### config.mk
export PLATFORM = sky130hd
export DESIGN_NAME = bram_axis_reader_flat
export DESIGN_NICKNAME = d
export VERILOG_FILES = /design/src/rtl/bram_axis_reader_if.sv /design/src/rtl/bram_axis_reader.sv /design/src/flat_wrapper.sv
export SDC_FILE = /design/constraint.sdc
export NUM_CORES = 2
export LEC_CHECK = 0
export ABC_CLOCK_PERIOD_IN_PS = 3100
export BUFFER_PORTS_ARGS = -buffer_cell sky130_fd_sc_hd__buf_2
export CORE_AREA = 2 2 488 490
export DETAILED_ROUTE_END_ITERATION = 10
export DIE_AREA = 0 0 490 492
export PLACE_DENSITY_LB_ADDON = 0.15
export SKIP_CTS_REPAIR_TIMING = 1
export SYNTH_ARGS = -nofsm -noshare
export SYNTH_HDL_FRONTEND = slang
export SYNTH_SLANG_ARGS = --single-unit
### constraint.sdc
create_clock -name clk -period 3.1 [get_ports clk]
set_input_delay 0.31 -clock clk [delete_from_list [all_inputs] [get_ports clk]]
set_output_delay 0.31 -clock clk [all_outputs]
set_load 0.1 [all_outputs]
### src/rtl/bram_axis_reader_if.sv
// AXI4-Stream bundle carrying one 32-bit lane from the BRAM reader.
// Ports: tvalid/tdata/tstrb/tlast (master out), tready (master in).
interface bram_axis_reader_if #(
    parameter int DW = 32
);
    logic            tvalid;
    logic [DW-1:0]   tdata;
    logic [DW/8-1:0] tstrb;
    logic            tlast;
    logic            tready;

    modport master (
        output tvalid,
        output tdata,
        output tstrb,
        output tlast,
        input  tready
    );

    modport slave (
        input  tvalid,
        input  tdata,
        input  tstrb,
        input  tlast,
        output tready
    );
endinterface

### src/rtl/bram_axis_reader.sv
// Reads wide BRAM lines [start..bound] and serializes them word 0 first
// onto an AXI4-Stream master, with tlast on the final word of the final line.
// Ports: clk, rst (sync, active high); start, bram_start_addr,
// bram_bound_addr (request); busy, done, err (status); BRAM_EN, BRAM_ADDR,
// BRAM_OUT (1-cycle-latency BRAM read port); m_axis (stream master).
module bram_axis_reader #(
    parameter int C_M_AXIS_TDATA_WIDTH = 32,
    parameter int BRAM_DEPTH           = 12,
    parameter int BRAM_WIDTH_IN_WORD   = 36,
    parameter int BRAM_WIDTH           = C_M_AXIS_TDATA_WIDTH * BRAM_WIDTH_IN_WORD
) (
    input  logic                  clk,
    input  logic                  rst,
    input  logic                  start,
    input  logic [BRAM_DEPTH-1:0] bram_start_addr,
    input  logic [BRAM_DEPTH-1:0] bram_bound_addr,
    output logic                  busy,
    output logic                  done,
    output logic                  err,
    output logic                  BRAM_EN,
    output logic [BRAM_DEPTH-1:0] BRAM_ADDR,
    input  logic [BRAM_WIDTH-1:0] BRAM_OUT,
    bram_axis_reader_if.master    m_axis
);
    localparam int DW = C_M_AXIS_TDATA_WIDTH;
    localparam int W  = BRAM_WIDTH_IN_WORD;
    localparam int PW = (W > 1) ? $clog2(W) : 1;
    localparam logic [PW-1:0] LAST_PTR = PW'(W - 1);

    typedef enum logic [2:0] {
        S_IDLE,
        S_READ,
        S_LATCH,
        S_STREAM,
        S_DONE
    } state_t;

    state_t                r_state;
    state_t                w_next;
    logic [BRAM_DEPTH-1:0] r_addr;
    logic [BRAM_DEPTH-1:0] r_bound;
    logic [BRAM_WIDTH-1:0] r_buf;
    logic [PW-1:0]         r_ptr;
    logic                  r_err;

    logic w_idle;
    logic w_accept;
    logic w_reject;
    logic w_beat;
    logic w_last_word;
    logic w_last_line;

    assign w_idle      = (r_state == S_IDLE);
    assign w_accept    = w_idle && start &&
                         (bram_bound_addr >= bram_start_addr);
    assign w_reject    = w_idle && start &&
                         (bram_bound_addr < bram_start_addr);
    assign w_beat      = (r_state == S_STREAM) && m_axis.tready;
    assign w_last_word = (r_ptr == LAST_PTR);
    // Compared before any increment, so the top line never wraps to 0.
    assign w_last_line = (r_addr == r_bound);

    assign BRAM_ADDR    = r_addr;
    assign err          = r_err;
    assign m_axis.tdata = r_buf[int'(r_ptr)*DW +: DW];
    assign m_axis.tstrb = '1;

    always_ff @(posedge clk) begin
        if (rst) begin
            r_state <= S_IDLE;
        end else begin
            r_state <= w_next;
        end
    end

    always_comb begin
        w_next        = r_state;
        busy          = 1'b1;
        BRAM_EN       = 1'b0;
        m_axis.tvalid = 1'b0;
        m_axis.tlast  = 1'b0;
        // A rejected request reports done together with err.
        done          = r_err;
        unique case (r_state)
            S_IDLE: begin
                busy = 1'b0;
                if (w_accept) begin
                    w_next = S_READ;
                end
            end
            S_READ: begin
                BRAM_EN = 1'b1;
                w_next  = S_LATCH;
            end
            S_LATCH: begin
                w_next = S_STREAM;
            end
            S_STREAM: begin
                m_axis.tvalid = 1'b1;
                m_axis.tlast  = w_last_word && w_last_line;
                if (w_beat && w_last_word) begin
                    w_next = w_last_line ? S_DONE : S_READ;
                end
            end
            S_DONE: begin
                done   = 1'b1;
                w_next = S_IDLE;
            end
            default: begin
                w_next = S_IDLE;
            end
        endcase
    end

    always_ff @(posedge clk) begin
        if (rst) begin
            r_addr  <= '0;
            r_bound <= '0;
            r_buf   <= '0;
            r_ptr   <= '0;
            r_err   <= 1'b0;
        end else begin
            r_err <= w_reject;
            unique case (r_state)
                S_IDLE: begin
                    if (w_accept) begin
                        r_addr  <= bram_start_addr;
                        r_bound <= bram_bound_addr;
                    end
                end
                S_LATCH: begin
                    r_buf <= BRAM_OUT;
                    r_ptr <= '0;
                end
                S_STREAM: begin
                    // ptr and data hold while tready is low.
                    if (w_beat) begin
                        if (!w_last_word) begin
                            r_ptr <= r_ptr + 1'b1;
                        end else if (!w_last_line) begin
                            r_addr <= r_addr + 1'b1;
                        end
                    end
                end
                default: begin
                end
            endcase
        end
    end
endmodule

### src/flat_wrapper.sv
// flat-port wrapper written by rule: the top's interface ports become plain ports
module bram_axis_reader_flat 
#(
    parameter int C_M_AXIS_TDATA_WIDTH = 32,
    parameter int BRAM_DEPTH           = 12,
    parameter int BRAM_WIDTH_IN_WORD   = 36,
    parameter int BRAM_WIDTH           = C_M_AXIS_TDATA_WIDTH * BRAM_WIDTH_IN_WORD
)
  (clk, rst, start, bram_start_addr, bram_bound_addr, busy, done, err, BRAM_EN, BRAM_ADDR, BRAM_OUT, m_axis_tvalid, m_axis_tdata, m_axis_tstrb, m_axis_tlast, m_axis_tready);
  bram_axis_reader_if #(.DW((32))) m_axis_i ();
  input  logic clk;
  input  logic rst;
  input  logic start;
  input  logic [BRAM_DEPTH-1:0] bram_start_addr;
  input  logic [BRAM_DEPTH-1:0] bram_bound_addr;
  output logic busy;
  output logic done;
  output logic err;
  output logic BRAM_EN;
  output logic [BRAM_DEPTH-1:0] BRAM_ADDR;
  input  logic [BRAM_WIDTH-1:0] BRAM_OUT;
  output wire logic [$bits(m_axis_i.tvalid)-1:0] m_axis_tvalid;
  output wire logic [$bits(m_axis_i.tdata)-1:0] m_axis_tdata;
  output wire logic [$bits(m_axis_i.tstrb)-1:0] m_axis_tstrb;
  output wire logic [$bits(m_axis_i.tlast)-1:0] m_axis_tlast;
  input wire logic [$bits(m_axis_i.tready)-1:0] m_axis_tready;
  assign m_axis_tvalid = m_axis_i.tvalid;
  assign m_axis_tdata = m_axis_i.tdata;
  assign m_axis_tstrb = m_axis_i.tstrb;
  assign m_axis_tlast = m_axis_i.tlast;
  assign m_axis_i.tready = m_axis_tready;
  bram_axis_reader #(.C_M_AXIS_TDATA_WIDTH(C_M_AXIS_TDATA_WIDTH), .BRAM_DEPTH(BRAM_DEPTH), .BRAM_WIDTH_IN_WORD(BRAM_WIDTH_IN_WORD), .BRAM_WIDTH(BRAM_WIDTH)) u_core (.clk(clk), .rst(rst), .start(start), .bram_start_addr(bram_start_addr), .bram_bound_addr(bram_bound_addr), .busy(busy), .done(done), .err(err), .BRAM_EN(BRAM_EN), .BRAM_ADDR(BRAM_ADDR), .BRAM_OUT(BRAM_OUT), .m_axis(m_axis_i));
endmodule
== Yosys cells after proc, flatten, opt, wreduce, memory -nomap -nowiden ==
Cells that the tools add are included.
Cells by class
  $add $sub $neg: 2
  reduce and logical (&&, ||, !) cells: 13
  $mul: 0
  magnitude comparators: 2
  divide/modulo/power cells: 0
  muxes and demuxes: 17
  shift-type cells: 1
  equality and inequality tests: 12
  bitwise logic cells: 0
Operator list (number)
  variable part select 1152 x 12 -> 32 bit: 1
  two-way mux 12 bit: 4
  case mux 12 bit (2 select lines): 1
  adder 12 x 1 -> 12 bit, second input constant: 1
  == test 12 bit: 1
  >= comparator 12 bit: 1
  < comparator 12 bit: 1
  two-way mux 6 bit: 2
  case mux 3 bit (4 select lines): 1
  case mux 6 bit (2 select lines): 1
  two-way mux 3 bit: 3
  inequality test 2 bit, second input constant: 4
  adder 6 x 1 -> 6 bit, second input constant: 1
  == test 3 x 2 -> 1 bit, second input constant: 2
  == test 6 bit, second input constant: 1
  logical AND 1 bit: 6
  two-way mux 1 bit: 5
  AND reduction 5 bit: 1
  inequality test 2 x 1 -> 1 bit, second input constant: 2
  AND reduction 2 bit: 2
  nonzero test 2 bit: 2
  == test 3 x 1 -> 1 bit, second input constant: 1
  == test 3 bit, second input constant: 1
  logical NOT 3 bit: 1
  AND reduction 3 bit: 1
Storage, ports and cells
  bits of input ports: 1180
  memories kept: 0
  logic and storage cells: 53
  ROM bits: 0
  bits in registers: 1186
  output and inout bits: 54
  RAM bits: 0
  bits in latches: 0

== Depth between registers and ports, before layout ==
  depth after elaboration: 5
  mapped depth: 10
  gate-level depth less buffers: 8

== Worst setup path before layout ==
No wires, ideal clock.
  kind: register -> output
  start: register u_core.r_addr[7], in the netlist u_core.BRAM_ADDR[7]
  end: output port m_axis_tlast
  arrival time: 2666 ps
  path buffers: 1
  stages on the path, launching flop included: 7
  setup slack: 124 ps
  path through: dfxtp_1 > clkbuf_1 > xor2_1 > nor4_1 > nand3_1 > nor2_1 > and3_1
On the way
  word-level cells in the longest chain between the ends: 3
RTL lines
  from (decl): RTL line bram_axis_reader.sv:40  | logic [BRAM_DEPTH-1:0] r_addr;
  from (signal assigned): RTL line bram_axis_reader.sv:127  | r_addr <= bram_start_addr;
  from (signal assigned): RTL line bram_axis_reader.sv:141  | r_addr <= r_addr + 1'b1;
  == test 12 bit: RTL line bram_axis_reader.sv:61  | assign w_last_line = (r_addr == r_bound);
  logical AND 1 bit: RTL line bram_axis_reader.sv:100  | m_axis.tlast = w_last_word && w_last_line;
  two-way mux 1 bit: RTL line bram_axis_reader.sv:84  | unique case (r_state)
  to (decl): RTL line flat_wrapper.sv:25  | output wire logic [$bits(m_axis_i.tlast)-1:0] m_axis_tlast;
Every way passes these cells.

== Worst setup path after layout ==
  start: register u_core.r_ptr[0]
  end: output port m_axis_tdata[13]
On the way
  word-level cells in the longest chain between the ends: 1
RTL lines
  from (decl): RTL line bram_axis_reader.sv:43  | logic [PW-1:0] r_ptr;
  from (signal assigned): RTL line bram_axis_reader.sv:139  | r_ptr <= r_ptr + 1'b1;
  variable part select 1152 x 12 -> 32 bit: RTL line bram_axis_reader.sv:65  | assign m_axis.tdata = r_buf[int'(r_ptr)*DW +: DW];
  to (decl): RTL line flat_wrapper.sv:23  | output wire logic [$bits(m_axis_i.tdata)-1:0] m_axis_tdata;
Every way passes these cells.

==> run metrics <==
status=finished with violations; violated checks=negative hold slack, negative setup slack; leak pwr=29.9 nW; I/O pins=around 1.2k; Num CTS Buffers=151; vias per inst=between 4 and 5; Most used DFF post-synth=dfxtp_1; leading area contributor after synthesis=dfxtp_1; GPL Wtd Cong=about 1; clk slew on worst S/H paths=0.06 ns; Tot GR Track Use=0.262; Pwr Total=around 0.045 W; initial core utilization=0.212; layout cells sized above 1=0.262; Setup crit end kind=primary output; cell area after synthesis=50,000 um2; area share of the leading cell type in the synthesized netlist=0.475; CTS Sinks=around 1.2k; clock skew=0.0235 ns; fin crit share=1.29; asr flop ratio synth=0; post-synthesis cell count=between 5k and 6k; met3 Use GR=0.0739; total iterations of the first detailed-routing run=6; Worst setup SP type=flop; RSZ-0062 raised after global routing=yes; DR WL/cell=a little under 30 um; H-tree Lvls=4; hold path depth=5; worst path arrival time=3.69 ns; Area Growth Syn to Fin=59.0%; CTS max path bufs=3; type of the tightest min-delay check=primary input to flop; Filler cells=between 20k and 25k; core area=236,000 um2; PwrDens=approximately 570 nW/um2; Routed Antenna Nets=0; Cell Rows=179; Pins Over Slew Limit=0; first-pass GRT wire length=between 400,000 and 500,000 um; die height=approximately 500 um; worst r2r path cells=6; Slew HR=0.314; largest net degree at the start of global routing=170; maxcap violations=0; hpwl dp=~270,000 um; full die area=between 200,000 and 250,000 um2; Post-Route WL=339,000 um; DRT iter0 DRCs=between 4k and 5k; Hold Fails Final Rpt=1; Slew @ Worst Pin=about 1.0 ns; synth cell count leaders=nand2_1, dfxtp_1, a21oi_1, clkbuf_1, mux4_2; achievable frequency=~250 MHz; fin crit period=~4.0 ns; via count=approximately 54k; met1 Track Usage GR=0.362; synth warn=0; maximum vdd drop=0.525 mV; vias in the first global route=between 40k and 50k; Residual DRC=0; layout net count=~9.3k; cell with the most instances after synthesis=nand2_1; die width=around 490 um; CP max FO=8; Port Buffers=~1.2k; setup slack after placement=-0.651 ns; Root Buffer=clkbuf_16; CTS tree=done; Synth cell types=54; WHS=-0.0110 ns; GR Layer Usage met2=0.389; antenna violations before repair=roughly 200; final setup vio count=32; critical path type=flop to primary output; Synth area leaders=dfxtp_1, nand2_1, mux4_2; EDFF count, synth=0; Worst-Skew Late Latency=slightly above 0.8 ns; post-synthesis sequential area ratio=0.475; syn avg cell area=8.62 um2; FF+latch count, synth=1,186; Worst EP required=roughly 2.8 ns; post-route setup slack=-0.901 ns; most used routing layer=met2; gr ovfl total=0
-- worst paths after layout --
kind | startpoint | to | slack (ns)
setup reg to reg | u_core.r_state[2] | u_core.r_buf[22] | 0.29
setup / recovery | u_core.r_ptr[0] | m_axis_tdata[13] | -0.90
hold / removal | bram_start_addr[3] | u_core.BRAM_ADDR[3] | -0.01
hold reg to reg | u_core.r_buf[1145] | u_core.r_buf[1145] | 0.45
-- sequential cells by signal (all words and copies together) (netlist names) --
signal / flops
u_core.BRAM_ADDR: 12
u_core.err: 1
u_core.r_bound: 12
u_core.r_buf: 1152
u_core.r_ptr: 6
u_core.r_state: 3
-- cells by family (layout without fill, tap and decap cells) --
group	Yosys count	after routing	synth area share
AND/OR/NAND/NOR	2462	2462	0.187
XOR/XNOR	16	16	0.00280
flip-flops	1186	1186	0.475
multiplexers	365	365	0.161
buffers and inverters	511	2960	0.0417
other	1	95	0.0000750
AO/OA/AOI/OAI	1241	1241	0.128
adder cells (fa/ha/maj)	14	14	0.00351
-- layout make-up --
cell class	instances	area (um2)	share of cell area
diodes	91	228	0.00287
clock buffers	215	4380	0.0552
clock inverters	62	810	0.0102
inverters	19	71.3	0.000898
multi-input cells	4102	24500	0.309
flip-flops and latches	1186	23800	0.299
well taps	3167	3960	0.0499
repair buffers	2664	21700	0.273
-- through the flow --
step | hold WS [ns] | instances | utilization | TNS [ns] | area (um2)
3_3_place_gp | 0.439 | 9913 | 0.257 | -6.16 | 60800
3_5_place_dp | 0.445 | 9913 | 0.257 | -6.41 | 60800
6_report | -0.0110 | 11506 | 0.336 | -24.12 | 79400
5_1_grt | 0.00772 | 11464 | 0.336 | -26.95 | 79300
4_1_cts | -0.338 | 10190 | 0.279 | -35.56 | 66000
2_1_floorplan | 0.433 | 5799 | - | 0 | 50000
-- placed cells by master (no fill, tap or decap), types with 16 or more instances in the layout --
cell type         n
diode_2          91
xor2_1           16
clkinv_2         28
inv_1            18
mux4_2          352
clkbuf_16       161
buf_12          101
clkbuf_1         31
a21oi_1        1171
a22oi_2          32
buf_6            46
buf_4           123
dfxtp_1        1176
dlygate4sd3_1  1179
nor2_1           24
nand2_4          19
buf_2          1195
nand2_1        2363
clkbuf_8         30
-- worst max-delay path, stage by stage (launching register included) --
cell     delay [ns]
dfxtp_4        0.37
buf_12         0.14
buf_16         0.15
mux4_2         0.65
mux4_2         0.67
a22oi_2        0.42
buf_4          0.23
nand2_4        0.06
buf_12         0.16
-- metal layers --
metal,up-vias,wire length [um]
li1,24420,-
met1,26952,157000
met3,586,21800
met5,-,592
met4,98,14200
met2,2367,145000
-- power by group --
| group | internal [W] | leakage (nW) | switching, W |
|---|---|---|---|
| clock | 0.0110 | 2.56 | 0.00762 |
| sequential | 0.0165 | 9.65 | 0.00126 |
| combinational | 0.00359 | 17.7 | 0.00529 |
Note: power is estimated with default switching activity, not from simulation.
